==> src/rtl/fft_pkg.sv <==
// Shared FFT package: complex sample type, frame type and frame geometry.
//   complex : packed {re, im}, each signed 16-bit
//   frame_t : FFT_N complex samples, element i = i-th sample of the frame
//   FFT_N   : points per frame
//   IDX_W   : width of a sample index within a frame
package fft_pkg;
    localparam int FFT_N = 8;
    localparam int IDX_W = $clog2(FFT_N);

    typedef struct packed {
        logic signed [15:0] re;
        logic signed [15:0] im;
    } complex;

    typedef complex [FFT_N-1:0] frame_t;
endpackage

==> src/rtl/fft8_frame_loader_if.sv <==
// Sample-stream interface into the frame loader (valid/ready handshake).
//   s_valid : source has a sample
//   s_ready : loader can accept a sample this cycle
//   s_data  : complex sample {re, im}
//   s_last  : final sample of a (possibly short) frame
// Modports: master = sample source, slave = loader.
interface fft8_frame_loader_if;
    import fft_pkg::*;

    logic   s_valid;
    logic   s_ready;
    complex s_data;
    logic   s_last;

    modport master (output s_valid, output s_data, output s_last, input s_ready);
    modport slave  (input s_valid, input s_data, input s_last, output s_ready);
endinterface

==> src/rtl/fft8_frame_bank.sv <==
// One FFT_N-entry complex register bank with a parallel read port.
//   clk     : clock, rising edge
//   rst     : synchronous active-low reset, clears all entries
//   i_we    : write i_data into entry i_idx
//   i_idx   : write index
//   i_data  : sample to write
//   i_pad   : with i_we, zero every entry above i_idx (short-frame close)
//   o_frame : all entries in parallel
module fft8_frame_bank
    import fft_pkg::*;
(
    input  logic             clk,
    input  logic             rst,
    input  logic             i_we,
    input  logic [IDX_W-1:0] i_idx,
    input  complex           i_data,
    input  logic             i_pad,
    output frame_t           o_frame
);

    frame_t r_mem;

    always_ff @(posedge clk) begin
        if (!rst) begin
            r_mem <= '0;
        end else if (i_we) begin
            for (int unsigned i = 0; i < FFT_N; i++) begin
                if (IDX_W'(i) == i_idx) begin
                    r_mem[i] <= i_data;
                end else if (i_pad && (IDX_W'(i) > i_idx)) begin
                    r_mem[i] <= '0;
                end
            end
        end
    end

    assign o_frame = r_mem;

endmodule

==> src/rtl/fft8_frame_loader.sv <==
// Serial-to-parallel front end for FFT8. Samples arriving over a valid/ready
// stream are collected into two ping-pong banks; each closed frame is issued
// in FIFO order as a one-cycle fft_valid pulse with the whole frame on fft_din.
// Parameters:
//   ISSUE_GAP : minimum cycles between fft_valid pulses (1 = back-to-back)
//   CNT_W     : width of frame_cnt
// Ports:
//   clk       : clock, rising edge
//   rst       : synchronous active-low reset
//   flush     : discard the partially filled write bank (wins over an accept)
//   s_if      : sample stream (slave side)
//   fft_din   : last issued frame, element i = i-th accepted sample
//   fft_valid : one-cycle issue pulse
//   frame_err : one-cycle pulse after a frame is closed short by s_last
//   frame_cnt : issued frames, wraps modulo 2^CNT_W
module fft8_frame_loader
    import fft_pkg::*;
#(
    parameter int ISSUE_GAP = 1,
    parameter int CNT_W     = 16
) (
    input  logic                 clk,
    input  logic                 rst,
    input  logic                 flush,
    fft8_frame_loader_if.slave   s_if,
    output frame_t               fft_din,
    output logic                 fft_valid,
    output logic                 frame_err,
    output logic [CNT_W-1:0]     frame_cnt
);

    localparam int GAP_W = (ISSUE_GAP > 1) ? $clog2(ISSUE_GAP) : 1;

    logic             r_wr_bank;
    logic             r_rd_bank;
    logic [1:0]       r_full;
    logic [IDX_W-1:0] r_wr_idx;
    logic [GAP_W-1:0] r_gap;
    frame_t           r_din;
    logic             r_valid;
    logic             r_err;
    logic [CNT_W-1:0] r_cnt;

    logic             w_ready;
    logic             w_acc;
    logic             w_close;
    logic             w_short;
    logic             w_issue;
    logic [1:0]       w_full_nxt;
    frame_t           w_frame0;
    frame_t           w_frame1;
    frame_t           w_rd_frame;

    // Ready is held low during reset regardless of stored state.
    assign w_ready = rst & ~r_full[r_wr_bank];
    // A flush in the same cycle drops the offered sample.
    assign w_acc   = s_if.s_valid & w_ready & ~flush;
    assign w_close = w_acc & ((r_wr_idx == IDX_W'(FFT_N - 1)) | s_if.s_last);
    assign w_short = w_acc & s_if.s_last & (r_wr_idx != IDX_W'(FFT_N - 1));
    assign w_issue = r_full[r_rd_bank] & (r_gap == '0);

    assign w_rd_frame = r_rd_bank ? w_frame1 : w_frame0;

    // Close and issue never target the same bank: a full write bank blocks
    // accepts, so both updates can be applied independently.
    always_comb begin
        w_full_nxt = r_full;
        if (w_issue) w_full_nxt[r_rd_bank] = 1'b0;
        if (w_close) w_full_nxt[r_wr_bank] = 1'b1;
    end

    fft8_frame_bank u_bank0 (
        .clk     (clk),
        .rst     (rst),
        .i_we    (w_acc & ~r_wr_bank),
        .i_idx   (r_wr_idx),
        .i_data  (s_if.s_data),
        .i_pad   (s_if.s_last),
        .o_frame (w_frame0)
    );

    fft8_frame_bank u_bank1 (
        .clk     (clk),
        .rst     (rst),
        .i_we    (w_acc & r_wr_bank),
        .i_idx   (r_wr_idx),
        .i_data  (s_if.s_data),
        .i_pad   (s_if.s_last),
        .o_frame (w_frame1)
    );

    always_ff @(posedge clk) begin
        if (!rst) begin
            r_wr_bank <= 1'b0;
            r_rd_bank <= 1'b0;
            r_full    <= '0;
            r_wr_idx  <= '0;
            r_gap     <= '0;
            r_din     <= '0;
            r_valid   <= 1'b0;
            r_err     <= 1'b0;
            r_cnt     <= '0;
        end else begin
            r_valid <= w_issue;
            r_err   <= w_short;
            r_full  <= w_full_nxt;

            if (w_issue) begin
                r_din     <= w_rd_frame;
                r_rd_bank <= ~r_rd_bank;
                r_cnt     <= r_cnt + CNT_W'(1);
                r_gap     <= GAP_W'(ISSUE_GAP - 1);
            end else if (r_gap != '0) begin
                r_gap <= r_gap - GAP_W'(1);
            end

            if (flush) begin
                r_wr_idx <= '0;
            end else if (w_close) begin
                r_wr_idx  <= '0;
                r_wr_bank <= ~r_wr_bank;
            end else if (w_acc) begin
                r_wr_idx <= r_wr_idx + IDX_W'(1);
            end
        end
    end

    assign s_if.s_ready = w_ready;
    assign fft_din      = r_din;
    assign fft_valid    = r_valid;
    assign frame_err    = r_err;
    assign frame_cnt    = r_cnt;

endmodule

==> src/flat_wrapper.sv <==
// flat-port wrapper written by rule: the top's interface ports become plain ports
module fft8_frame_loader_flat import fft_pkg::*;
#(
    parameter int ISSUE_GAP = 1,
    parameter int CNT_W     = 16
)
  (clk, rst, flush, fft_din, fft_valid, frame_err, frame_cnt, s_if_s_valid, s_if_s_data, s_if_s_last, s_if_s_ready);
  fft8_frame_loader_if s_if_i ();
  input  logic clk;
  input  logic rst;
  input  logic flush;
  output frame_t fft_din;
  output logic fft_valid;
  output logic frame_err;
  output logic [CNT_W-1:0] frame_cnt;
  input wire logic [$bits(s_if_i.s_valid)-1:0] s_if_s_valid;
  input wire logic [$bits(s_if_i.s_data)-1:0] s_if_s_data;
  input wire logic [$bits(s_if_i.s_last)-1:0] s_if_s_last;
  output wire logic [$bits(s_if_i.s_ready)-1:0] s_if_s_ready;
  assign s_if_i.s_valid = s_if_s_valid;
  assign s_if_i.s_data = s_if_s_data;
  assign s_if_i.s_last = s_if_s_last;
  assign s_if_s_ready = s_if_i.s_ready;
  fft8_frame_loader #(.ISSUE_GAP(ISSUE_GAP), .CNT_W(CNT_W)) u_core (.clk(clk), .rst(rst), .flush(flush), .s_if(s_if_i), .fft_din(fft_din), .fft_valid(fft_valid), .frame_err(frame_err), .frame_cnt(frame_cnt));
endmodule
==> config.mk <==
export PLATFORM = sky130hd
export DESIGN_NAME = fft8_frame_loader_flat
export DESIGN_NICKNAME = d
export VERILOG_FILES = /design/src/rtl/fft_pkg.sv /design/src/rtl/fft8_frame_loader_if.sv /design/src/rtl/fft8_frame_bank.sv /design/src/rtl/fft8_frame_loader.sv /design/src/flat_wrapper.sv
export SDC_FILE = /design/constraint.sdc
export NUM_CORES = 1
export LEC_CHECK = 0
export BUFFER_PORTS_ARGS = -buffer_cell sky130_fd_sc_hd__buf_2
export CAP_MARGIN = 10
export CORE_UTILIZATION = 35
export DETAILED_ROUTE_END_ITERATION = 10
export PLACE_DENSITY_LB_ADDON = 0.25
export SYNTH_ARGS = -nofsm -noshare
export SYNTH_HDL_FRONTEND = slang
export SYNTH_SLANG_ARGS = --single-unit
export TNS_END_PERCENT = 5
==> constraint.sdc <==
create_clock -name clk -period 2.2 [get_ports clk]
set_input_delay 0.22 -clock clk [delete_from_list [all_inputs] [get_ports clk]]
set_output_delay 0.22 -clock clk [all_outputs]
set_load 0.05 [all_outputs]
==> flow_summary.yaml, run 1 <==
outcome:
  status: "finished clean"
drt:
  avgRoutedWirePerCell_um: 20.7
  first_pass_iters: 7
  via_per_inst: 5.21
  drtIter0Drc: 1610
  route.detailed.drc: 0
  ant_nets: 0
  via_count: 22400
  wirelength_mm: 88.9
die:
  placementRows: 104
  dieWidth_um: 289
  start_util_pct: 35.6
  ios: 312
  core_um2: 81100
  die_area_um2: 83700
  die_height_um: 289
synthesis:
  synth_cell_types: 51
  synth_fp_nets: 2947
  ys.flop_type: "dfxtp_1"
  ys_seq_elements: 794
  ys_warn_count: 0
  synthCells: 2905
  netlist_area_um2: 28900
  synth.avg_cell_area_um2: 9.94
  synth-async-reset-ratio_pct: 0
  ys_seq_area_share_pct: 55.0
  synth_edf_count: 0
power:
  p_comb_share_pct: 5.2
  p_sw_share_pct: 23.9
  p_leak_uw: 0.0122
  internal_power_uw: 23700
  power.density_nw_per_um2: 884
  clockPowerShare_pct: 48.0
  power.net_switching_uw: 7460
  vdd_drop_max_v: 0.000696
  p_seq_share_pct: 46.7
final_layout:
  fill_cells: 7979
  syn2layout_area_growth_pct: 22.0
  postLayoutCellArea_um2: 35200
  register_area_um2: 15900
  final_common_cell: "dfxtp_1"
  final_cell_mix: "dfxtp_1, nand2_1, mux2i_1"
  multi_input_comb_area_um2: 11900
  num-nets-final: 3212
  final_layout_size_suffix_gt1_share_pct: 17.6
critical_path:
  cp_top_family: "flip-flops"
  crit_path_start_kind: "flip-flop"
  crit_fanout: 8
  end_kind: "output pin"
  path_cells: "mux2i_2 > and2_1 > clkbuf_4"
  required_ns: 1.98
  crit_buf_inv: 1
  slowest_delay_ns: 0.45
  crit_type: "flip-flop to output pin"
  crit_arrival_ns: 1.82
  cp_slowest_cell: "dfxtp_1"
clocking:
  cts_tree: "done"
  ctsHtreeMaxLevel: 3
  clockBufferDepth: 3
  clockRootBuffer: "clkbuf_16"
  clkTransAtPathRegs_ns: 0.06
  postCtsSetupBuffers: 0
  cts_buffers: 89
  cts_sinks: 794
  clock_latency_ns: 0.67
sta:
  fin_tns_setup_ns: 0
  skew_ns: 0.0639
  whs_ns: 0.0250
  worstMarginPinSlew_ns: 0.728
  slew_viol_final: 0
  setup_ws_ns: 0.161
  finalCritPeriodShare_pct: 92.7
  max_slew_margin_pct: 51.5
  finalCriticalPeriod_ns: 2.04
  fmax_mhz: 491
  final_hold_viol_count: 0
  setup_viol: 0
  rsz0062_at_grt: "no"
placement:
  pre_cts_slack_ns: 0.0577
  globalplace.congestion: 0.768
  dp_hpwl_mm: 56.7
  dpl_cell_area_um2: 32000
  port_buffers: 311
grt:
  gr-total-overflow: 0
  grt_start_max_net_pins: 144
  antenna_found_initial: 3
  track_usage_pct: 20.8
  grt_pass1_vias: 20900
  grt_pass1_wl_mm: 132
min_path:
  min_path_type: "primary input to flip-flop"
job:
  cap_viol_max_count: 0
[cell type report]
type | instances | share of cell area (%)
sequential | 794 | 45.1
multi-input combinational | 1845 | 33.9
timing repair buffer | 433 | 8.62
clock buffer | 127 | 7.18
tap | 1060 | 3.76
clock inverter | 34 | 1.32
inverter | 7 | 0.0959
antenna | 2 | 0.0142
[cells in the mapped netlist (4+ instances only)]
cell type  count  area [um^2]
and2_1         4         25.0
nor2_1       272         1020
mux2i_1      326         3260
or3_1          4         25.0
xnor2_1        5         43.8
o2bb2ai_1     61          534
a41oi_1        4         35.0
nand2_1      373         1400
buf_1         16         60.1
ha_1           5         62.6
a211oi_1     256         1920
a21oi_1       16         80.1
o31a_1         4         35.0
inv_1          6         22.5
a32o_1       128         1280
nand3_1       75          375
o21ai_0      264         1320
nand2b_1       6         37.5
clkbuf_1     129          484
dfxtp_1      794        15900
buf_2        110          551
[state kept, by name, summed over array words and instances, names as in the netlist]
signal / flops
u_core.r_wr_idx: 3
u_core.fft_din: 256
u_core.r_rd_bank: 1
u_core.u_bank0.o_frame: 256
u_core.u_bank1.o_frame: 256
u_core.r_gap: 1
u_core.frame_err: 1
u_core.fft_valid: 1
u_core.r_wr_bank: 1
u_core.r_full: 2
u_core.frame_cnt: 16
[path summary, 6_finish.rpt]
kind	from	end	slack [ns]	cells past startpoint
worst max-delay path	u_core.r_wr_bank	s_if_s_ready	0.16	3
worst min-delay path	s_if_s_data[29]	u_core.u_bank1.o_frame[221]	0.03	3
worst max register to register	u_core.r_wr_idx[0]	u_core.u_bank0.o_frame[138]	0.23	8
worst min register to register	u_core.u_bank0.o_frame[161]	u_core.u_bank0.o_frame[161]	0.45	2
[stage by stage]
stage / util, % / instances / total power [uW]
3_5_place_dp: 39.4 / 4113 / 16500
4_1_cts: 43.5 / 4300 / 31500
3_3_place_gp: 39.4 / 4113 / 16500
2_1_floorplan: - / 2905 / 15800
6_report: 43.5 / 4302 / 31200
5_1_grt: 43.5 / 4300 / 32200
[cell families (layout without fill, tap and decap cells)]
logic type               after synthesis  in the layout  share of synthesized area (%)
other                                  1              3                         0.0130
adder cells (fa/ha/maj)                5              5                          0.217
AND/OR/NAND/NOR                      763            763                           10.9
buffers and inverters                266            601                           3.98
AO/OA/AOI/OAI                        743            743                           18.3
XOR/XNOR                               7              7                          0.212
flip-flops                           794            794                           55.0
multiplexers                         326            326                           11.3
[routing by layer]
layer  global-route usage [%]  vias to the layer above  part of all wire (%)
met2                     33.6                      513                    47
met1                     27.9                    10800                    45
met3                     4.03                      127                   5.5
met5                        0                        -                     0
li1                         -                    11000                     -
met4                     6.22                        0                   2.6
[tightest hold or removal path, stage by stage]
cell	delay, ns
buf_2	0.23
nand2_1	0.13
mux2i_1	0.07
[what timing repair did]
action                                  CTS  global route
gates resized for setup                   0             3
hold endpoints to repair                 70             0
hold buffers                             26             0
endpoints found under the setup margin    0           187
[power by group through the flow]
| stage | logic, uW | registers [uW] | clock network (uW) |
|---|---|---|---|
| 2_1_floorplan | 613 | 15200 | 0 |
| 3_3_place_gp | 1600 | 14900 | 0 |
| 3_5_place_dp | 1600 | 14900 | 0 |
| 4_1_cts | 1640 | 14600 | 15300 |
| 5_1_grt | 1720 | 14600 | 15900 |
| 6_report | 1630 | 14600 | 15000 |
No activity file was read; power rests on OpenSTA's default activity.
==> run 2: changes to the inputs <==
--- a/config.mk
+++ b/config.mk
@@ -7,9 +7,9 @@
 export LEC_CHECK = 0
 export BUFFER_PORTS_ARGS = -buffer_cell sky130_fd_sc_hd__buf_2
 export CAP_MARGIN = 10
+export CORE_ASPECT_RATIO = 2
 export CORE_UTILIZATION = 35
 export DETAILED_ROUTE_END_ITERATION = 10
-export PLACE_DENSITY_LB_ADDON = 0.25
 export SYNTH_ARGS = -nofsm -noshare
 export SYNTH_HDL_FRONTEND = slang
 export SYNTH_SLANG_ARGS = --single-unit
==> flow_summary.yaml, run 2 (synthesis results as in run 1) <==
critical_path:
  r2r-end: "u_core.u_bank0.o_frame[243]"
  r2r_slack_ns: 0.16
  crit_fanout: 66
  end_kind: "flip-flop"
  required_ns: 2.72
  path_cells: "ha_1 > ha_2 > nor2_1 > or4_2 > buf_12 > nand3_1 > o21ai_0"
  slowest_delay_ns: 0.59
  crit_path_start_kind: "flip-flop"
  crit_type: "flip-flop to flip-flop"
  cp_slowest_cell: "or4_2"
  r2r_cells: 7
  r2r-start: "u_core.r_wr_idx[0]"
  crit_arrival_ns: 2.56
clocking:
  clockBufferDepth: 3
  clockRootBuffer: "clkbuf_16"
  ctsHtreeMaxLevel: 3
  clock_latency_ns: 0.65
  cts_buffers: 73
  cts_sinks: 794
  cts_tree: "done"
  clkTransAtPathRegs_ns: 0.06
job:
  cap_viol_max_count: 0
grt:
  gr-total-overflow: 0
  grt_pass1_wl_mm: 135
  grt_start_max_net_pins: 114
  antenna_found_initial: 0
  grt_pass1_vias: 21500
  track_usage_pct: 21.3
final_layout:
  final_cells: 4235
  syn2layout_area_growth_pct: 19.0
  final_layout_size_suffix_gt1_share_pct: 17.0
  final_core_util_pct: 42.2
  num-nets-final: 3173
  final_cell_mix: "dfxtp_1, nand2_1, mux2i_1"
  final_common_cell: "dfxtp_1"
placement:
  globalplace.congestion: 0.813
  port_buffers: 311
  dp_hpwl_mm: 58.7
  dp_cells: 4088
min_path:
  hold_path_depth: 3
  min_from: "s_if_s_data[5]"
  min_to: "u_core.u_bank1.o_frame[229]"
  min_path_type: "primary input to flip-flop"
drt:
  ant_nets: 0
  route.detailed.drc: 0
  drtIter0Drc: 1176
  first_pass_iters: 5
  avgRoutedWirePerCell_um: 21.2
  via_count: 22300
  wirelength_mm: 89.7
  via_per_inst: 5.26
power:
  p_sw_share_pct: 24.0
  internal_power_uw: 22300
  vdd_drop_max_v: 0.000671
  p_comb_share_pct: 5.3
  p_seq_share_pct: 49.5
  clockPowerShare_pct: 45.2
  power.net_switching_uw: 7070
  power.density_nw_per_um2: 856
  p_leak_uw: 0.0118
sta:
  rsz0062_at_grt: "no"
  slew_viol_final: 0
  final_hold_viol_count: 0
  finalCriticalPeriod_ns: 2.04
  fmax_mhz: 489
  max_slew_margin_pct: 38.4
  skew_ns: 0.0183
  finalCritPeriodShare_pct: 92.9
  worstMarginPinSlew_ns: 0.922
  setup_viol: 0
die:
  start_util_pct: 35.4
  die_area_um2: 83700
  die_height_um: 408
  dieWidth_um: 205
  core_um2: 81500
  placementRows: 148
  ios: 312
outcome:
  status: "finished clean"
## run 2: cell types whose count changed in the layout (fill, tap and decap cells not counted), moves of 3 or more
cell and delta:
dlygate4sd3_1 -16, clkbuf_16 -15, buf_12 -9, clkinv_2 -8
clkbuf_1 -6, inv_6 +4, buf_4 +3, clkbuf_8 -3
clkinv_16 -3
## run 2: worst max path at each step
stage / to / start / slack (ns) / cells after the start
final: u_core.u_bank0.o_frame[243] / u_core.r_wr_idx[0] / 0.16 / 7
after global routing: u_core.u_bank0.o_frame[213] / u_core.r_wr_bank / 0.02 / 6
after CTS: s_if_s_ready / u_core.r_wr_bank / 0.01 / 4
after detailed placement: u_core.u_bank1.o_frame[217] / flush / -0.07 / 6
after global placement: u_core.u_bank1.o_frame[218] / flush / -0.04 / 6
after floorplan: u_core.u_bank0.o_frame[247] / u_core.r_wr_idx[1] / 0.33 / 9
## run 2: critical path, delay by kind of cell, from the launching register on
kind	cells	cell delay, ns
fa+ha+maj	2	0.37
simple gates	3	0.75
compound gates	1	0.09
flops	1	0.44
buf+inv	1	0.22
## run 2: timing repair
item                                    in CTS  in global routing
gates resized for setup                      2                  3
endpoints found under the setup margin       4                 16
setup buffers                                0                  8
pin swaps                                    0                  1
hold buffers                                10                  0
endpoints found under the hold margin       32                  0
## run 2: power by group through the flow
stage                     logic [uW]  clock network, uW  registers (uW)
after floorplan                  613                  0           15200
after global placement          1570                  0           14900
after detailed placement        1580                  0           14900
after CTS                       1590              13700           14600
after global routing            1660              14200           14600
final                           1570              13300           14600
## run 2: per-layer routing
layer | share of wire, % | up-vias | GRT usage (%) | wire (um)
met5 | 0 | - | 0 | 0
met4 | 3.2 | 0 | 8.14 | 2850
met3 | 5.1 | 124 | 3.74 | 4530
met2 | 50 | 553 | 37.3 | 45300
met1 | 41 | 10700 | 25.5 | 37000
li1 | - | 10900 | - | -
## run 2: stage by stage
step | power [uW] | area [um^2] | setup slack (ns) | TNS [ns] | hold slack (ns)
6_report | 29400 | 34400 | 0.157 | 0 | 0.0304
2_1_floorplan | 15800 | 28900 | 0.332 | 0 | 0.382
3_3_place_gp | 16400 | 31700 | -0.0365 | -0.537 | 0.432
3_5_place_dp | 16500 | 31700 | -0.0728 | -0.827 | 0.441
5_1_grt | 30400 | 34400 | 0.0230 | 0 | 0.0300
4_1_cts | 29800 | 34300 | 0.0143 | 0 | 0.00549
## run 2: final cells by class
class                   count  area, um^2
clock inverters            25         357
flip-flops and latches    794       15900
clock buffers             103        2090
repair buffers            410        2710
diodes                      1        2.50
well taps                1050        1310
multi-input cells        1845       12000
inverters                   7        33.8
fillers                  8099       47100
==> run 3: changes to the inputs <==
==> constraint.sdc (replaced) <==
create_clock -name clk -period 1.7 [get_ports clk]
set_input_delay 0.17 -clock clk [delete_from_list [all_inputs] [get_ports clk]]
set_output_delay 0.17 -clock clk [all_outputs]
set_load 0.05 [all_outputs]
==> flow_summary.yaml, run 3 (synthesis results as in run 1) <==
grt:
  met3_usage_pct: 4.49
  grt_pass1_vias: 22000
  grtUsageMet1_pct: 25.0
  gr-total-overflow: 0
  grt_util_met2_pct: 39.0
  grt_pass1_wl_mm: 138
  top_usage_layer: "met2"
  track_usage_pct: 21.9
  grt_start_max_net_pins: 119
  antenna_found_initial: 0
clocking:
  cts_buffers: 73
  cts_sinks: 794
  clkTransAtPathRegs_ns: 0.06
  ctsHtreeMaxLevel: 3
  clockBufferDepth: 3
  cts_tree: "done"
  clock_latency_ns: 0.66
  clockRootBuffer: "clkbuf_16"
final_layout:
  fill_cells: 7779
  diodes: 0
  final_core_util_pct: 46.0
  final_cell_mix: "dfxtp_1, nand2_1, mux2i_1"
  num-nets-final: 3317
  final_common_cell: "dfxtp_1"
  final_layout_size_suffix_gt1_share_pct: 24.7
  postLayoutCellArea_um2: 37500
  syn2layout_area_growth_pct: 29.8
critical_path:
  crit_arrival_ns: 1.67
  crit_start: "u_core.r_wr_bank"
  r2r-end: "u_core.fft_din[180]"
  r2r_cells: 9
  required_ns: 1.53
  r2r_slack_ns: -0.07
  crit_fanout: 2
  crit_type: "flip-flop to output pin"
  end_kind: "output pin"
  crit_path_start_kind: "flip-flop"
  setup.worst_path.end: "s_if_s_ready"
  r2r-start: "u_core.r_rd_bank"
sta:
  finalCritPeriodShare_pct: 108
  setup_viol: 149
  max_slew_margin_pct: 57.6
  worstMarginPinSlew_ns: 0.637
  fmax_mhz: 542
  slew_viol_final: 0
  finalCriticalPeriod_ns: 1.84
  setup_ws_ns: -0.144
  rsz0062_at_grt: "yes"
  skew_ns: 0.0219
  final_hold_viol_count: 0
job:
  cap_viol_max_count: 0
drt:
  first_pass_iters: 5
  ant_nets: 0
  route.detailed.drc: 0
  wirelength_mm: 99.2
  via_count: 23300
  avgRoutedWirePerCell_um: 22.6
  via_per_inst: 5.33
  drtIter0Drc: 1200
power:
  power.net_switching_uw: 9320
  clockPowerShare_pct: 44.4
  power_uw: 38300
  internal_power_uw: 29000
  vdd_drop_max_v: 0.000848
  p_comb_share_pct: 6.5
  p_leak_uw: 0.0131
  p_sw_share_pct: 24.3
  p_seq_share_pct: 49.1
  power.density_nw_per_um2: 1020
die:
  ios: 312
  dieWidth_um: 205
  die_area_um2: 83700
  placementRows: 148
  start_util_pct: 35.4
  core_um2: 81500
  die_height_um: 408
placement:
  dp_hpwl_mm: 63.2
  dpl_cell_area_um2: 32700
  port_buffers: 311
  globalplace.congestion: 0.821
min_path:
  min_path_type: "primary input to flip-flop"
outcome:
  violations: "setup timing"
  status: "finished, violations left"
==> run 3: cell types whose count changed in the layout (fill, tap and decap cells not counted), sizes merged <==
cell         previous run  this run
dlygate4sd3            10        33
clkinvlp                3         1
nor2                  275       277
bufbuf                  0         1
clkinv                  8        15
bufinv                  7         4
buf                   400       496
diode                   1         0
clkbuf                103       128
inv                    14        11
==> run 3: final cells by class <==
type | count | area, um^2 | area share (%)
clock buffers | 106 | 2170 | 5.80
clock inverters | 24 | 275 | 0.735
inverters | 7 | 36.3 | 0.0968
multi-input cells | 1847 | 12800 | 34.1
flip-flops and latches | 794 | 15900 | 42.5
well taps | 1050 | 1310 | 3.51
repair buffers | 552 | 4970 | 13.3
==> run 3: per-layer routing <==
metal  routed length (um)  share of wire (%)
met2                51200                 52
met5                    0                  0
met3                 5010                5.0
met1                39200                 40
met4                 3830                3.9
==> run 3: critical path, cell delays in order, from the launching register on <==
cell and delay (ns):
dfxtp_2 0.33, buf_6 0.10, mux2i_4 0.24, and2_4 0.21, buf_12 0.14
==> run 3: how the worst min path moves through the flow <==
stage | start | slack (ns) | endpoint | cells past startpoint
finish | s_if_s_data[29] | 0.11 | u_core.u_bank0.o_frame[253] | 4
global route | rst | 0.12 | u_core.r_wr_idx[2] | 4
CTS | rst | 0.08 | u_core.r_wr_idx[2] | 4
detailed placement | u_core.u_bank0.o_frame[35] | 0.44 | u_core.u_bank0.o_frame[35] | 2
global placement | u_core.u_bank0.o_frame[32] | 0.43 | u_core.u_bank0.o_frame[32] | 2
floorplan | s_if_s_data[0] | 0.33 | u_core.u_bank0.o_frame[128] | 1
==> run 3: stage by stage <==
stage	setup slack, ns	setup TNS (ns)	cells	hold WS, ns
6_report	-0.144	-3.61	4380	0.112
5_1_grt	-0.205	-23.66	4380	0.118
4_1_cts	-0.196	-7.82	4331	0.0787
3_5_place_dp	-0.386	-56.66	4160	0.441
3_3_place_gp	-0.389	-51.85	4160	0.432
2_1_floorplan	-0.0558	-2.90	2905	0.332
==> run 3: power by group through the flow <==
stage	registers [uW]	logic [uW]	clock network (uW)
after floorplan	19600	803	0
after global placement	19300	2230	0
after detailed placement	19300	2230	0
after CTS	18800	2330	17400
after global routing	18800	2590	18200
final	18800	2480	17000
==> run 3: repair_timing <==
| item | in CTS | in global routing |
|---|---|---|
| cloned | 3 | 31 |
| setup endpoints to repair | 462 | 588 |
| resized for setup | 34 | 215 |
| endpoints found under the hold margin | 118 | 0 |
| pin swaps | 4 | 124 |
| hold buffers | 33 | 0 |
| buffers inserted | 6 | 19 |
